--- src/rtl/exec_pkg.sv ---
// Shared definitions for the execute-to-writeback stage: flag bit positions,
// the default load opcode and the default-width writeback entry.
package exec_pkg;

  localparam int FLAG_ZERO  = 2;
  localparam int FLAG_SIGN  = 1;
  localparam int FLAG_CARRY = 0;

  localparam logic [4:0] LOAD_OPC_DEF = 5'b11001;

  localparam int ENTRY_DATA_W = 32;
  localparam int ENTRY_DEST_W = 4;

  typedef struct packed {
    logic [ENTRY_DATA_W-1:0] data;
    logic [ENTRY_DEST_W-1:0] dest;
  } exec_entry_t;

  function automatic logic [2:0] pack_flags(input logic zero, input logic sign, input logic carry);
    logic [2:0] f;
    f             = 3'b000;
    f[FLAG_ZERO]  = zero;
    f[FLAG_SIGN]  = sign;
    f[FLAG_CARRY] = carry;
    return f;
  endfunction

endpackage

--- src/rtl/exec_flag_unit.sv ---
// Combinational result select and {zero, sign, carry} flag computation for
// the operation currently offered by execute.
module exec_flag_unit
  import exec_pkg::*;
#(
  parameter int               DATA_W   = 32,
  parameter int               OPC_W    = 5,
  parameter logic [OPC_W-1:0] LOAD_OPC = OPC_W'(LOAD_OPC_DEF)
) (
  input  logic [OPC_W-1:0]  opcode,
  input  logic [DATA_W-1:0] a,
  input  logic [DATA_W-1:0] b,
  input  logic [DATA_W-1:0] result,
  input  logic [DATA_W-1:0] idata,
  input  logic              carry,
  output logic [DATA_W-1:0] sel,
  output logic [2:0]        flags,
  output logic              is_load
);

  // Zero is taken from the selected value, sign from a signed A<B compare.
  always_comb begin
    is_load = (opcode == LOAD_OPC);
    if (is_load) begin
      sel = idata;
    end else begin
      sel = result;
    end
    flags = pack_flags(sel == {DATA_W{1'b0}}, $signed(a) < $signed(b), carry);
  end

endmodule

--- src/rtl/exec_wb_stage.sv ---
// Registered execute-to-writeback stage with valid/ready handshake, flag
// register and retired counter. Define EXEC_WB_SKID_EN for a two-entry skid buffer.
module exec_wb_stage
  import exec_pkg::*;
#(
  parameter int               DATA_W   = 32,
  parameter int               DEST_W   = 4,
  parameter int               OPC_W    = 5,
  parameter logic [OPC_W-1:0] LOAD_OPC = OPC_W'(LOAD_OPC_DEF),
  parameter int               CNT_W    = 16
) (
  input  logic              clk,
  input  logic              rst_n,
  input  logic              in_valid,
  output logic              in_ready,
  input  logic [DEST_W-1:0] dest_in,
  input  logic [OPC_W-1:0]  opcode_in,
  input  logic [DATA_W-1:0] a_in,
  input  logic [DATA_W-1:0] b_in,
  input  logic [DATA_W-1:0] result_in,
  input  logic [DATA_W-1:0] idata_in,
  input  logic              carry_in,
  input  logic              flush,
  output logic              out_valid,
  input  logic              out_ready,
  output logic [DATA_W-1:0] data_out,
  output logic [DEST_W-1:0] dest_out,
  output logic [2:0]        flags_out,
  output logic [CNT_W-1:0]  retired_cnt
);

  typedef struct packed {
    logic [DATA_W-1:0] data;
    logic [DEST_W-1:0] dest;
  } entry_t;

  logic [DATA_W-1:0] sel_s;
  logic [2:0]        new_flags_s;
  logic              is_load_s;
  logic              in_xfer_s;
  logic              out_xfer_s;
  entry_t            new_entry_s;
  entry_t            main_s;
  entry_t            main_r;
  logic              main_valid_s;
  logic              main_valid_r;
  logic [2:0]        flags_r;
  logic [CNT_W-1:0]  cnt_r;

  exec_flag_unit #(
    .DATA_W   (DATA_W),
    .OPC_W    (OPC_W),
    .LOAD_OPC (LOAD_OPC)
  ) u_flag_unit (
    .opcode  (opcode_in),
    .a       (a_in),
    .b       (b_in),
    .result  (result_in),
    .idata   (idata_in),
    .carry   (carry_in),
    .sel     (sel_s),
    .flags   (new_flags_s),
    .is_load (is_load_s)
  );

  assign new_entry_s = '{data: sel_s, dest: dest_in};
  assign in_xfer_s   = in_valid & in_ready & ~flush;
  assign out_xfer_s  = main_valid_r & out_ready;

`ifdef EXEC_WB_SKID_EN
  entry_t skid_s;
  entry_t skid_r;
  logic   skid_valid_s;
  logic   skid_valid_r;
  logic   in_ready_r;

  // Main/skid next state; a stalled main diverts the accepted input to skid.
  always_comb begin
    main_s       = main_r;
    main_valid_s = main_valid_r;
    skid_s       = skid_r;
    skid_valid_s = skid_valid_r;
    if (flush) begin
      main_valid_s = 1'b0;
      skid_valid_s = 1'b0;
    end else if (~main_valid_r | out_xfer_s) begin
      if (skid_valid_r) begin
        main_s       = skid_r;
        main_valid_s = 1'b1;
        skid_valid_s = 1'b0;
      end else if (in_xfer_s) begin
        main_s       = new_entry_s;
        main_valid_s = 1'b1;
      end else begin
        main_valid_s = 1'b0;
      end
    end else begin
      if (in_xfer_s) begin
        skid_s       = new_entry_s;
        skid_valid_s = 1'b1;
      end else begin
        skid_valid_s = skid_valid_r;
      end
    end
  end

  // Skid entry and registered ready; ready stays low through reset.
  always_ff @(posedge clk or negedge rst_n) begin
    if (!rst_n) begin
      skid_r       <= '0;
      skid_valid_r <= 1'b0;
      in_ready_r   <= 1'b0;
    end else begin
      skid_r       <= skid_s;
      skid_valid_r <= skid_valid_s;
      in_ready_r   <= ~skid_valid_s;
    end
  end

  assign in_ready = in_ready_r;
`else
  logic rdy_en_r;

  // Single entry: a simultaneous in/out transfer replaces it without a bubble.
  always_comb begin
    main_s       = main_r;
    main_valid_s = main_valid_r;
    if (flush) begin
      main_valid_s = 1'b0;
    end else if (in_xfer_s) begin
      main_s       = new_entry_s;
      main_valid_s = 1'b1;
    end else if (out_xfer_s) begin
      main_valid_s = 1'b0;
    end else begin
      main_valid_s = main_valid_r;
    end
  end

  // Holds ready low until the first edge after reset release.
  always_ff @(posedge clk or negedge rst_n) begin
    if (!rst_n) begin
      rdy_en_r <= 1'b0;
    end else begin
      rdy_en_r <= 1'b1;
    end
  end

  assign in_ready = rdy_en_r & (~main_valid_r | out_ready);
`endif

  // Main entry register feeding the writeback outputs.
  always_ff @(posedge clk or negedge rst_n) begin
    if (!rst_n) begin
      main_r       <= '0;
      main_valid_r <= 1'b0;
    end else begin
      main_r       <= main_s;
      main_valid_r <= main_valid_s;
    end
  end

  // Architectural flags follow accepted non-load operations only.
  always_ff @(posedge clk or negedge rst_n) begin
    if (!rst_n) begin
      flags_r <= 3'b000;
    end else if (in_xfer_s & ~is_load_s) begin
      flags_r <= new_flags_s;
    end else begin
      flags_r <= flags_r;
    end
  end

  // Retired counter wraps naturally at its width.
  always_ff @(posedge clk or negedge rst_n) begin
    if (!rst_n) begin
      cnt_r <= {CNT_W{1'b0}};
    end else if (out_xfer_s) begin
      cnt_r <= cnt_r + {{(CNT_W-1){1'b0}}, 1'b1};
    end else begin
      cnt_r <= cnt_r;
    end
  end

  assign out_valid   = main_valid_r;
  assign data_out    = main_r.data;
  assign dest_out    = main_r.dest;
  assign flags_out   = flags_r;
  assign retired_cnt = cnt_r;

endmodule

--- config.mk ---
export PLATFORM = sky130hd
export DESIGN_NAME = exec_wb_stage
export DESIGN_NICKNAME = d
export VERILOG_FILES = /design/src/rtl/exec_pkg.sv /design/src/rtl/exec_flag_unit.sv /design/src/rtl/exec_wb_stage.sv
export SDC_FILE = /design/constraint.sdc
export NUM_CORES = 1
export LEC_CHECK = 0
export ABC_CLOCK_PERIOD_IN_PS = 2500
export CORE_MARGIN = 1.5
export CORE_UTILIZATION = 42
export DETAILED_ROUTE_END_ITERATION = 16
export HOLD_SLACK_MARGIN = 0.12
export PLACE_DENSITY = 0.95
export REMOVE_ABC_BUFFERS = 1
export SETUP_SLACK_MARGIN = 0.02
export SLEW_MARGIN = 10
export SYNTH_ARGS = -nofsm -noshare
export SYNTH_HDL_FRONTEND = slang
export SYNTH_HIERARCHICAL = 1
export SYNTH_SLANG_ARGS = --single-unit
--- constraint.sdc ---
create_clock -name clk -period 2.5 [get_ports clk]
set_input_delay 0.375 -clock clk [delete_from_list [all_inputs] [get_ports clk]]
set_output_delay 0.375 -clock clk [all_outputs]
set_load 0.01 [all_outputs]
==> results of run 1 <==
worst reg2reg max path: stages, from the launching register on:
cell	delay [ns]
dfrtp_1	0.42
nand2b_1	0.13
nand4b_1	0.38
buf_4	0.36
mux2_1	0.34
area by class of cell:
class | count | area (sq um)
fill | 565 | 2280
timing repair buffer | 209 | 2064
multi-input combinational | 226 | 1988
sequential | 57 | 1426
clock buffer | 11 | 141.4
tap | 105 | 131.4
inverter | 33 | 123.9
clock inverter | 5 | 102.6
power by group:
part	internal (mW)	total, mW	switching [mW]
Combinational	0.682	1.06	0.381
Sequential	1.09	1.22	0.129
Clock	0.688	1.06	0.369
layout by cell type (no fill, tap or decap), types with 10 or more instances in the layout:
| cell | Yosys | routed |
|---|---|---|
| ha_1 | 32 | 32 |
| dfrtp_1 | 57 | 57 |
| clkdlybuf4s50_1 | 0 | 198 |
| a21oi_1 | 10 | 10 |
| inv_1 | 33 | 33 |
| mux2_1 | 26 | 26 |
| nor4_1 | 10 | 10 |
| mux2_2 | 36 | 36 |
| nand2_1 | 21 | 21 |
| clkbuf_8 | 0 | 10 |
| mux2_4 | 10 | 10 |
cell families (layout without fill, tap and decap cells):
| logic type | after synthesis | count (layout) | synth area share |
|---|---|---|---|
| simple gates | 79 | 79 | 0.1202 |
| mux | 72 | 72 | 0.2362 |
| flops | 57 | 57 | 0.3972 |
| buf+inv | 41 | 258 | 0.05052 |
| fa+ha+maj | 32 | 32 | 0.1115 |
| compound gates | 27 | 27 | 0.04670 |
| xor+xnor | 15 | 15 | 0.03659 |
| other cells | 1 | 1 | 0.001044 |
per-layer routing:
layer / part of all wire / wire length, um / track usage
met2: 0.52 / 5756 / 0.4669
met1: 0.37 / 4136 / 0.2428
met3: 0.10 / 1124 / 0.1005
met4: 0.0069 / 76 / 0.06005
met5: 0 / 0 / 0
flip-flops by register name, indices dropped and copies added, names as in the netlist:
name / count
data_out: 32
dest_out: 4
flags_out: 3
out_valid: 1
rdy_en_r: 1
retired_cnt: 16
how the worst max path moves through the flow:
| stage | start | endpoint | cells after the start |
|---|---|---|---|
| finish | result_in[30] | flags_out[2] | 6 |
| global route | opcode_in[4] | flags_out[2] | 8 |
| CTS | opcode_in[2] | flags_out[2] | 7 |
| detailed placement | result_in[30] | flags_out[2] | 6 |
| global placement | result_in[30] | flags_out[2] | 6 |
| floorplan | opcode_in[2] | flags_out[2] | 6 |
per-stage QoR:
step	std cells	total power, mW	setup TNS, ns	worst slack (ns)
after global placement	629	2.244	-0.1111	-0.1111
after floorplan	316	1.590	-8.075	-0.3583
after global routing	646	3.503	0	0.1385
final	646	3.336	0	0.2515
after detailed placement	629	2.284	-0.08930	-0.07434
after CTS	646	3.366	0	0.2657
==> flow_metrics.py, run 1 <==
metrics = {
    "detailed_routing": {
        "vias_per_cell": 5.149,
        "routed_wirelength_um": 11090,
        "drt_iter0_drc": 102,
        "post_drt_wl_per_cell_um": 17.17,
        "vias": 3326,
        "drc": 0,
        "firstDrtPassIters": 4,
        "postRouteAntennaNets": 0,
    },
    "min_path": {
        "min_from": "retired_cnt[15]",
        "min_path_type": "register to register",
        "whs_path_depth": 1,
        "whs_endpoint": "retired_cnt[15]",
    },
    "sta": {
        "hold_viol_final": 0,
        "hold_slack_ns": 0.4867,
        "finalCriticalPeriod_ns": 2.248,
        "fmax_mhz": 444.7,
        "maxSlewHeadroom": 0.5690,
        "tightest_slew_ns": 0.6465,
        "period_share": 0.8994,
        "finalMaxSlewViolations": 0,
        "finalSetupViolCount": 0,
        "clock_skew_ns": 0.01369,
        "grt_setup_unrepaired": "no",
    },
    "clock_network": {
        "htreeDepth": 3,
        "clkTransAtPathRegs_ns": 0.07,
        "clock_sinks": 57,
        "cts_resized": 0,
        "clockBufferDepth": 2,
        "root_buffer": "clkbuf_8",
        "ctsHoldBuffers": 1,
        "cts_setup_buffers": 0,
        "numCtsBuffers": 9,
        "cts_tree": "built",
        "clock_latency_ns": 0.34,
    },
    "critical_path": {
        "reg2reg_slack_ns": 0.76,
        "critPathMostFrequentCell": "or4_1",
        "crit_buf_inv": 1,
        "crit_fanout": 2,
        "reg2reg_from": "out_valid",
        "crit_required_ns": 2.77,
        "crit_path_end_kind": "register",
        "cpPeakStageDelay_ns": 0.52,
        "r2r-end": "data_out[27]",
        "cpMaxStageDelayCell": "or4_1",
        "rr_worst_depth": 4,
        "crit_type": "input pin to register",
        "cp-start-kind": "input pin",
        "crit_family": "simple AND/OR/NAND/NOR gates",
        "path_cells": "clkdlybuf4s50_1 > or4_1 > or4_1 > a2111oi_0 > and4bb_1 > mux2_2",
        "crit_arrival_ns": 2.52,
    },
    "outcome": {
        "status": "complete, no violations",
    },
    "cells_and_area": {
        "design_area_sq_um": 5978,
        "fin_util": 0.7239,
        "layout.nets": 711,
        "areaGrowthSynthToFinish_pct": 66.48,
        "drive_above_1_share": 0.1386,
        "n_antenna_cell": 0,
    },
    "yosys": {
        "synthTopCellsByCount": "dfrtp_1, mux2_2, inv_1",
        "yosysSeqAreaShare": 0.3972,
        "syn_inst": 324,
        "synth_ff_type": "dfrtp_1",
        "syn_avg_cell_area_sq_um": 11.08,
        "yosys.area.top_type_share": 0.3972,
        "post-synth-top-count-cell": "dfrtp_1",
        "synth-seq-cells": 57,
        "netlist_area_sq_um": 3591,
        "synth_top_area_cell": "dfrtp_1",
        "ys_types": 40,
        "yosys_warnings": 6,
        "synth_edf_count": 0,
        "async_reset_ff_frac": 1.000,
        "netlist_top_cells_area": "dfrtp_1, mux2_2, ha_1",
    },
    "run": {
        "cap_violations": 0,
    },
    "die": {
        "ios": 200,
        "core-area_sq_um": 8258,
        "start_util": 0.4348,
        "dieArea_sq_um": 9114,
        "die_x_um": 95.47,
        "die_h_um": 95.47,
        "rows": 33,
    },
    "place": {
        "place.gp.congestion": 0.7877,
        "dpl_cell_area_sq_um": 5724,
        "hpwl_um": 8770,
        "place.port_buffers": 199,
    },
    "global_route": {
        "grt_max_degree": 30,
        "grt_pass1_wl_um": 16790,
        "grtUsageTotal": 0.2446,
        "grt_overflow_total": 0,
        "first_global_vias": 3591,
        "antenna_found_initial": 0,
    },
    "power": {
        "vdd_drop_max_mv": 0.6943,
        "leakage_nw": 2.605,
        "cellPowerDensity_nw_per_um2": 558.1,
    },
}
Note: power is estimated with default switching activity, not from simulation.
==> run 2, diff against run 1 <==
--- a/config.mk
+++ b/config.mk
@@ -5,12 +5,13 @@
 export SDC_FILE = /design/constraint.sdc
 export NUM_CORES = 1
 export LEC_CHECK = 0
-export ABC_CLOCK_PERIOD_IN_PS = 2500
+export ABC_CLOCK_PERIOD_IN_PS = 1900
 export CORE_MARGIN = 1.5
-export CORE_UTILIZATION = 42
+export CORE_UTILIZATION = 35
+export CTS_CLUSTER_DIAMETER = 100
 export DETAILED_ROUTE_END_ITERATION = 16
 export HOLD_SLACK_MARGIN = 0.12
-export PLACE_DENSITY = 0.95
+export PLACE_DENSITY = 0.89
 export REMOVE_ABC_BUFFERS = 1
 export SETUP_SLACK_MARGIN = 0.02
 export SLEW_MARGIN = 10
==> constraint.sdc (replaced) <==
create_clock -name clk -period 1.9 [get_ports clk]
set_input_delay 0.285 -clock clk [delete_from_list [all_inputs] [get_ports clk]]
set_output_delay 0.285 -clock clk [all_outputs]
set_load 0.01 [all_outputs]
==> run 2 against run 1 <==
Routed wire length grew 9.6%. Register-to-register slack lost 0.38 ns. Critical path type unchanged. Non-clock buffer count grew 19. Final cell count grew 7.3%. Combinational power grew 42%. The run now ends with setup timing left. Core utilization shrank 7.2 points.
==> flow_metrics.py, run 2 (synthesis results as in run 1) <==
metrics = {
    "clock_network": {
        "root_buffer": "clkbuf_8",
        "cts_tree": "built",
        "clockBufferDepth": 2,
        "clkTransAtPathRegs_ns": 0.06,
        "clock_latency_ns": 0.33,
        "clock_sinks": 57,
        "htreeDepth": 3,
        "numCtsBuffers": 9,
    },
    "detailed_routing": {
        "postRouteAntennaNets": 0,
        "vias": 3523,
        "post_drt_wl_per_cell_um": 17.54,
        "firstDrtPassIters": 4,
        "drt_iter0_drc": 120,
        "vias_per_cell": 5.084,
        "routed_wirelength_um": 12160,
        "drc": 0,
    },
    "sta": {
        "clock_skew_ns": 0.006093,
        "hold_viol_final": 0,
        "finalCriticalPeriod_ns": 1.976,
        "finalMaxSlewViolations": 0,
        "fin_ws_ns": -0.07580,
        "fmax_mhz": 506.1,
        "grt_setup_unrepaired": "yes",
        "period_share": 1.040,
        "finalSetupViolCount": 1,
    },
    "cells_and_area": {
        "drive_above_1_share": 0.2518,
        "mostFrequentLayoutCell": "clkdlybuf4s50_1",
        "layout.nets": 730,
        "largest_register_ffs": 32,
        "design_area_sq_um": 6432,
        "n_antenna_cell": 0,
        "areaGrowthSynthToFinish_pct": 79.13,
        "final_cell_mix": "clkdlybuf4s50_1, dfrtp_1, mux2_2, mux2_1, buf_4",
    },
    "global_route": {
        "grt_pass1_wl_um": 19020,
        "grt_max_degree": 38,
        "grtUsageTotal": 0.2179,
        "antenna_found_initial": 0,
        "grt_overflow_total": 0,
        "first_global_vias": 3923,
    },
    "critical_path": {
        "path_cells": "buf_6 > nand4b_1 > nor2_4 > buf_12 > mux2_4 > or4_1 > and4bb_1 > mux2_4",
        "cp-start-kind": "input pin",
        "crit_buf_inv": 2,
        "crit_family": "simple AND/OR/NAND/NOR gates",
        "critPathMostFrequentCell": "mux2_4",
        "rr_worst_depth": 5,
        "path_depth": 8,
        "cpPeakStageDelay_ns": 0.54,
        "crit_fanout": 5,
        "crit_path_end_kind": "register",
        "cpMaxStageDelayCell": "or4_1",
        "reg2reg_slack_ns": 0.38,
        "crit_type": "input pin to register",
        "crit_arrival_ns": 2.23,
        "crit_required_ns": 2.16,
    },
    "place": {
        "hpwl_um": 9057,
        "place.gp.congestion": 0.9180,
        "dpl_cell_area_sq_um": 5849,
        "place.port_buffers": 199,
    },
    "die": {
        "die_x_um": 104.3,
        "start_util": 0.3640,
        "die_h_um": 104.3,
        "core-area_sq_um": 9864,
        "ios": 200,
        "dieArea_sq_um": 10880,
        "rows": 36,
    },
    "outcome": {
        "violations": "setup timing",
        "status": "finished with violations",
    },
    "run": {
        "cap_violations": 0,
    },
    "min_path": {
        "whs_path_depth": 3,
        "min_path_type": "input pin to register",
    },
    "power": {
        "vdd_drop_max_mv": 0.6796,
        "cellPowerDensity_nw_per_um2": 675.1,
        "leakage_nw": 2.843,
        "finalPower_mw": 4.342,
    },
}
-- run 2: cell types whose count changed in the layout (fill, tap and decap cells not counted), moves of 13 or more --
| cell | change |
|---|---|
| ha_4 | +14 |
| inv_2 | +13 |
| dlygate4sd2_1 | +18 |
| clkdlybuf4s50_1 | -35 |
| ha_1 | -14 |
| buf_4 | +15 |
| inv_1 | -13 |
-- run 2: layer usage --
| metal | GRT usage | vias to the layer above | wire (um) |
|---|---|---|---|
| met5 | 0 | - | 0 |
| met4 | 0.1101 | 0 | 568 |
| met2 | 0.4008 | 166 | 6342 |
| met3 | 0.05827 | 50 | 736 |
| li1 | - | 1624 | - |
| met1 | 0.2258 | 1683 | 4509 |
-- run 2: where the power goes --
| part | internal (mW) | switching [mW] |
|---|---|---|
| Clock | 0.786 | 0.454 |
| Combinational | 0.941 | 0.561 |
| Sequential | 1.43 | 0.167 |
-- run 2: cell type report --
cell class                 count  area [sq um]
sequential                    57          1426
multi-input combinational    226          2271
fill                         695          3432
inverter                      33         123.9
clock inverter                 1         30.03
timing repair buffer         228          2218
clock buffer                  15         196.4
tap                          133         166.4
-- run 2: metrics by stage --
stage | util | std cells | hold WS, ns | setup slack [ns] | setup TNS [ns]
finish | 0.6521 | 693 | 0.3473 | -0.07580 | -0.07580
global placement | 0.5930 | 668 | 0.2678 | -0.6909 | -10.80
detailed placement | 0.5930 | 668 | 0.2720 | -0.7735 | -13.14
floorplan | - | 316 | -0.01059 | -0.9201 | -31.81
global route | 0.6521 | 693 | 0.3521 | -0.08075 | -0.1539
CTS | 0.6348 | 690 | 0.3434 | 0.01862 | 0
-- run 2: worst min-delay path, stage by stage --
cell and delay (ns):
buf_2 0.09, mux2_2 0.14, mux2_1 0.12
-- run 2: path summary, 6_finish.rpt --
path / startpoint / endpoint
max: opcode_in[2] / flags_out[2]
min: result_in[24] / data_out[24]
max reg2reg: out_valid / flags_out[0]
min reg2reg: retired_cnt[15] / retired_cnt[15]
max in group asynchronous: rst_n / flags_out[2]
min in group asynchronous: rst_n / retired_cnt[12]
-- run 2: repair_timing --
| action | 4_1_cts | 5_1_grt |
|---|---|---|
| setup buffers | 5 | 3 |
| hold buffers | 1 | 0 |
| setup endpoints to repair | 26 | 2 |
| pin swaps | 14 | 14 |
| hold endpoints to repair | 20 | 0 |
| gates resized for setup | 76 | 32 |
| cloned | 0 | 0 |
==> run 3, diff against run 2 <==
--- a/config.mk
+++ b/config.mk
@@ -8,10 +8,10 @@
 export ABC_CLOCK_PERIOD_IN_PS = 1900
 export CORE_MARGIN = 1.5
 export CORE_UTILIZATION = 35
-export CTS_CLUSTER_DIAMETER = 100
 export DETAILED_ROUTE_END_ITERATION = 16
 export HOLD_SLACK_MARGIN = 0.12
 export PLACE_DENSITY = 0.89
+export RECOVER_POWER = 50
 export REMOVE_ABC_BUFFERS = 1
 export SETUP_SLACK_MARGIN = 0.02
 export SLEW_MARGIN = 10
==> run 3 against run 2 <==
The run still ends with setup timing left. Core utilization down 0.36 points. Routed wire length about the same. Sequential share of layout area is 0.12 points higher. Highest routed layer unchanged.
==> flow_metrics.py, run 3 (synthesis results as in run 1) <==
metrics = {
    "critical_path": {
        "path_cells": "buf_6 > nand4b_1 > nor2_4 > buf_12 > mux2_4 > or4_1 > and4bb_1 > mux2_4",
        "crit_arrival_ns": 2.24,
        "cpMaxStageDelayCell": "or4_1",
        "cp-start-kind": "input pin",
        "reg2reg_from": "retired_cnt[0]",
        "path_depth": 8,
        "crit_family": "simple AND/OR/NAND/NOR gates",
        "critPathLaunch": "opcode_in[2]",
        "r2r-end": "retired_cnt[8]",
        "crit_buf_inv": 2,
        "crit_type": "input pin to register",
        "cp-endpoint": "flags_out[2]",
        "reg2reg_slack_ns": 0.34,
        "rr_worst_depth": 5,
        "crit_required_ns": 2.16,
        "crit_fanout": 5,
        "cpPeakStageDelay_ns": 0.53,
        "critPathMostFrequentCell": "mux2_4",
        "crit_path_end_kind": "register",
    },
    "global_route": {
        "first_global_vias": 3923,
        "grtUsageMet1": 0.2258,
        "grt_max_degree": 38,
        "grtUsageTotal": 0.2179,
        "antenna_found_initial": 0,
        "grt_pass1_wl_um": 19020,
        "grt_overflow_total": 0,
        "met2_usage": 0.4008,
        "grt_use_met3": 0.05827,
        "busiest_layer": "met2",
    },
    "sta": {
        "tightest_slew_ns": 1.129,
        "finalMaxSlewViolations": 0,
        "finalCriticalPeriod_ns": 1.978,
        "maxSlewHeadroom": 0.2474,
        "fmax_mhz": 505.7,
        "grt_setup_unrepaired": "yes",
        "clock_skew_ns": 0.006983,
        "finalSetupViolCount": 1,
        "period_share": 1.041,
        "hold_viol_final": 0,
        "fin_ws_ns": -0.07754,
        "hold_slack_ns": 0.3475,
    },
    "cells_and_area": {
        "n_antenna_cell": 0,
        "fillers": 708,
        "design_area_sq_um": 6397,
        "mostFrequentLayoutCell": "clkdlybuf4s50_1",
        "regArea_sq_um": 1426,
        "areaGrowthSynthToFinish_pct": 78.15,
        "layout.nets": 730,
        "multi_input_area_sq_um": 2261,
        "largest_register_ffs": 32,
        "drive_above_1_share": 0.2393,
        "final_cell_mix": "clkdlybuf4s50_1, dfrtp_1, mux2_2, mux2_1, inv_1",
    },
    "die": {
        "dieArea_sq_um": 10880,
        "rows": 36,
        "die_x_um": 104.3,
        "core-area_sq_um": 9864,
        "die_h_um": 104.3,
        "ios": 200,
        "start_util": 0.3640,
    },
    "outcome": {
        "violations": "setup timing",
        "status": "finished with violations",
    },
    "place": {
        "hpwl_um": 9057,
        "dpl_cell_area_sq_um": 5849,
        "place.gp.congestion": 0.9180,
        "place.port_buffers": 199,
    },
    "clock_network": {
        "cts_tree": "built",
        "clockBufferDepth": 2,
        "clock_latency_ns": 0.33,
        "numCtsBuffers": 9,
        "clkTransAtPathRegs_ns": 0.06,
        "root_buffer": "clkbuf_8",
        "htreeDepth": 3,
        "clock_sinks": 57,
    },
    "detailed_routing": {
        "postRouteAntennaNets": 0,
        "vias_per_cell": 5.098,
        "routed_wirelength_um": 12160,
        "drc": 0,
        "firstDrtPassIters": 4,
        "drt_iter0_drc": 123,
        "post_drt_wl_per_cell_um": 17.54,
        "vias": 3533,
    },
    "min_path": {
        "min_path_type": "input pin to register",
    },
    "power": {
        "leakage_nw": 2.828,
        "vdd_drop_max_mv": 0.6798,
        "finalPower_mw": 4.321,
        "cellPowerDensity_nw_per_um2": 675.4,
    },
    "run": {
        "cap_violations": 0,
    },
}
-- run 3: changes by cell type in the layout (fill, tap and decap cells not counted), sizes merged --
cell / delta
dlygate4sd3: +9
buf: -6
clkdlybuf4s50: -9
clkbuf: +6
-- run 3: metrics by stage --
stage	utilization	instances	setup WS, ns	TNS (ns)
3_3_place_gp	0.5930	668	-0.6909	-10.80
5_1_grt	0.6485	693	-0.08075	-0.1539
4_1_cts	0.6348	690	0.01862	0
2_1_floorplan	-	316	-0.9201	-31.81
6_report	0.6485	693	-0.07754	-0.07754
3_5_place_dp	0.5930	668	-0.7735	-13.14
-- run 3: power breakdown --
| part | switching, mW | internal [mW] | total [mW] |
|---|---|---|---|
| logic | 0.560 | 0.923 | 1.48 |
| clock network | 0.454 | 0.786 | 1.24 |
| registers | 0.166 | 1.43 | 1.60 |
-- run 3: metal layers --
| layer | routed length (um) | vias up |
|---|---|---|
| li1 | - | 1627 |
| met1 | 4513 | 1688 |
| met2 | 6334 | 168 |
| met3 | 738 | 50 |
| met4 | 569 | 0 |
| met5 | 0 | - |
-- run 3: how the worst min path moves through the flow --
stage,cells past startpoint,from,slack (ns),to
floorplan,0,rst_n,-0.01,data_out[0]
global placement,1,rst_n,0.27,retired_cnt[1]
detailed placement,1,rst_n,0.27,retired_cnt[1]
CTS,3,result_in[24],0.34,data_out[24]
global route,3,result_in[24],0.35,data_out[24]
finish,3,result_in[24],0.35,data_out[24]
-- run 3: area by class of cell --
cell class	count	share of cell area
well taps	133	0.02601
repair buffers	228	0.3429
clock buffers	15	0.03071
inverters	33	0.01936
clock inverters	1	0.004694
multi-input cells	226	0.3534
flip-flops and latches	57	0.2230
-- run 3: tightest hold or removal path, stage by stage --
cell	delay (ns)
buf_2	0.09
mux2_2	0.14
mux2_1	0.12
-- run 3: timing repair --
action / CTS / global route
hold endpoints to repair: 20 / 0
pin swaps: 14 / 14
hold buffers: 1 / 0
setup buffers: 5 / 3
endpoints found under the setup margin: 26 / 2
resized for setup: 76 / 32
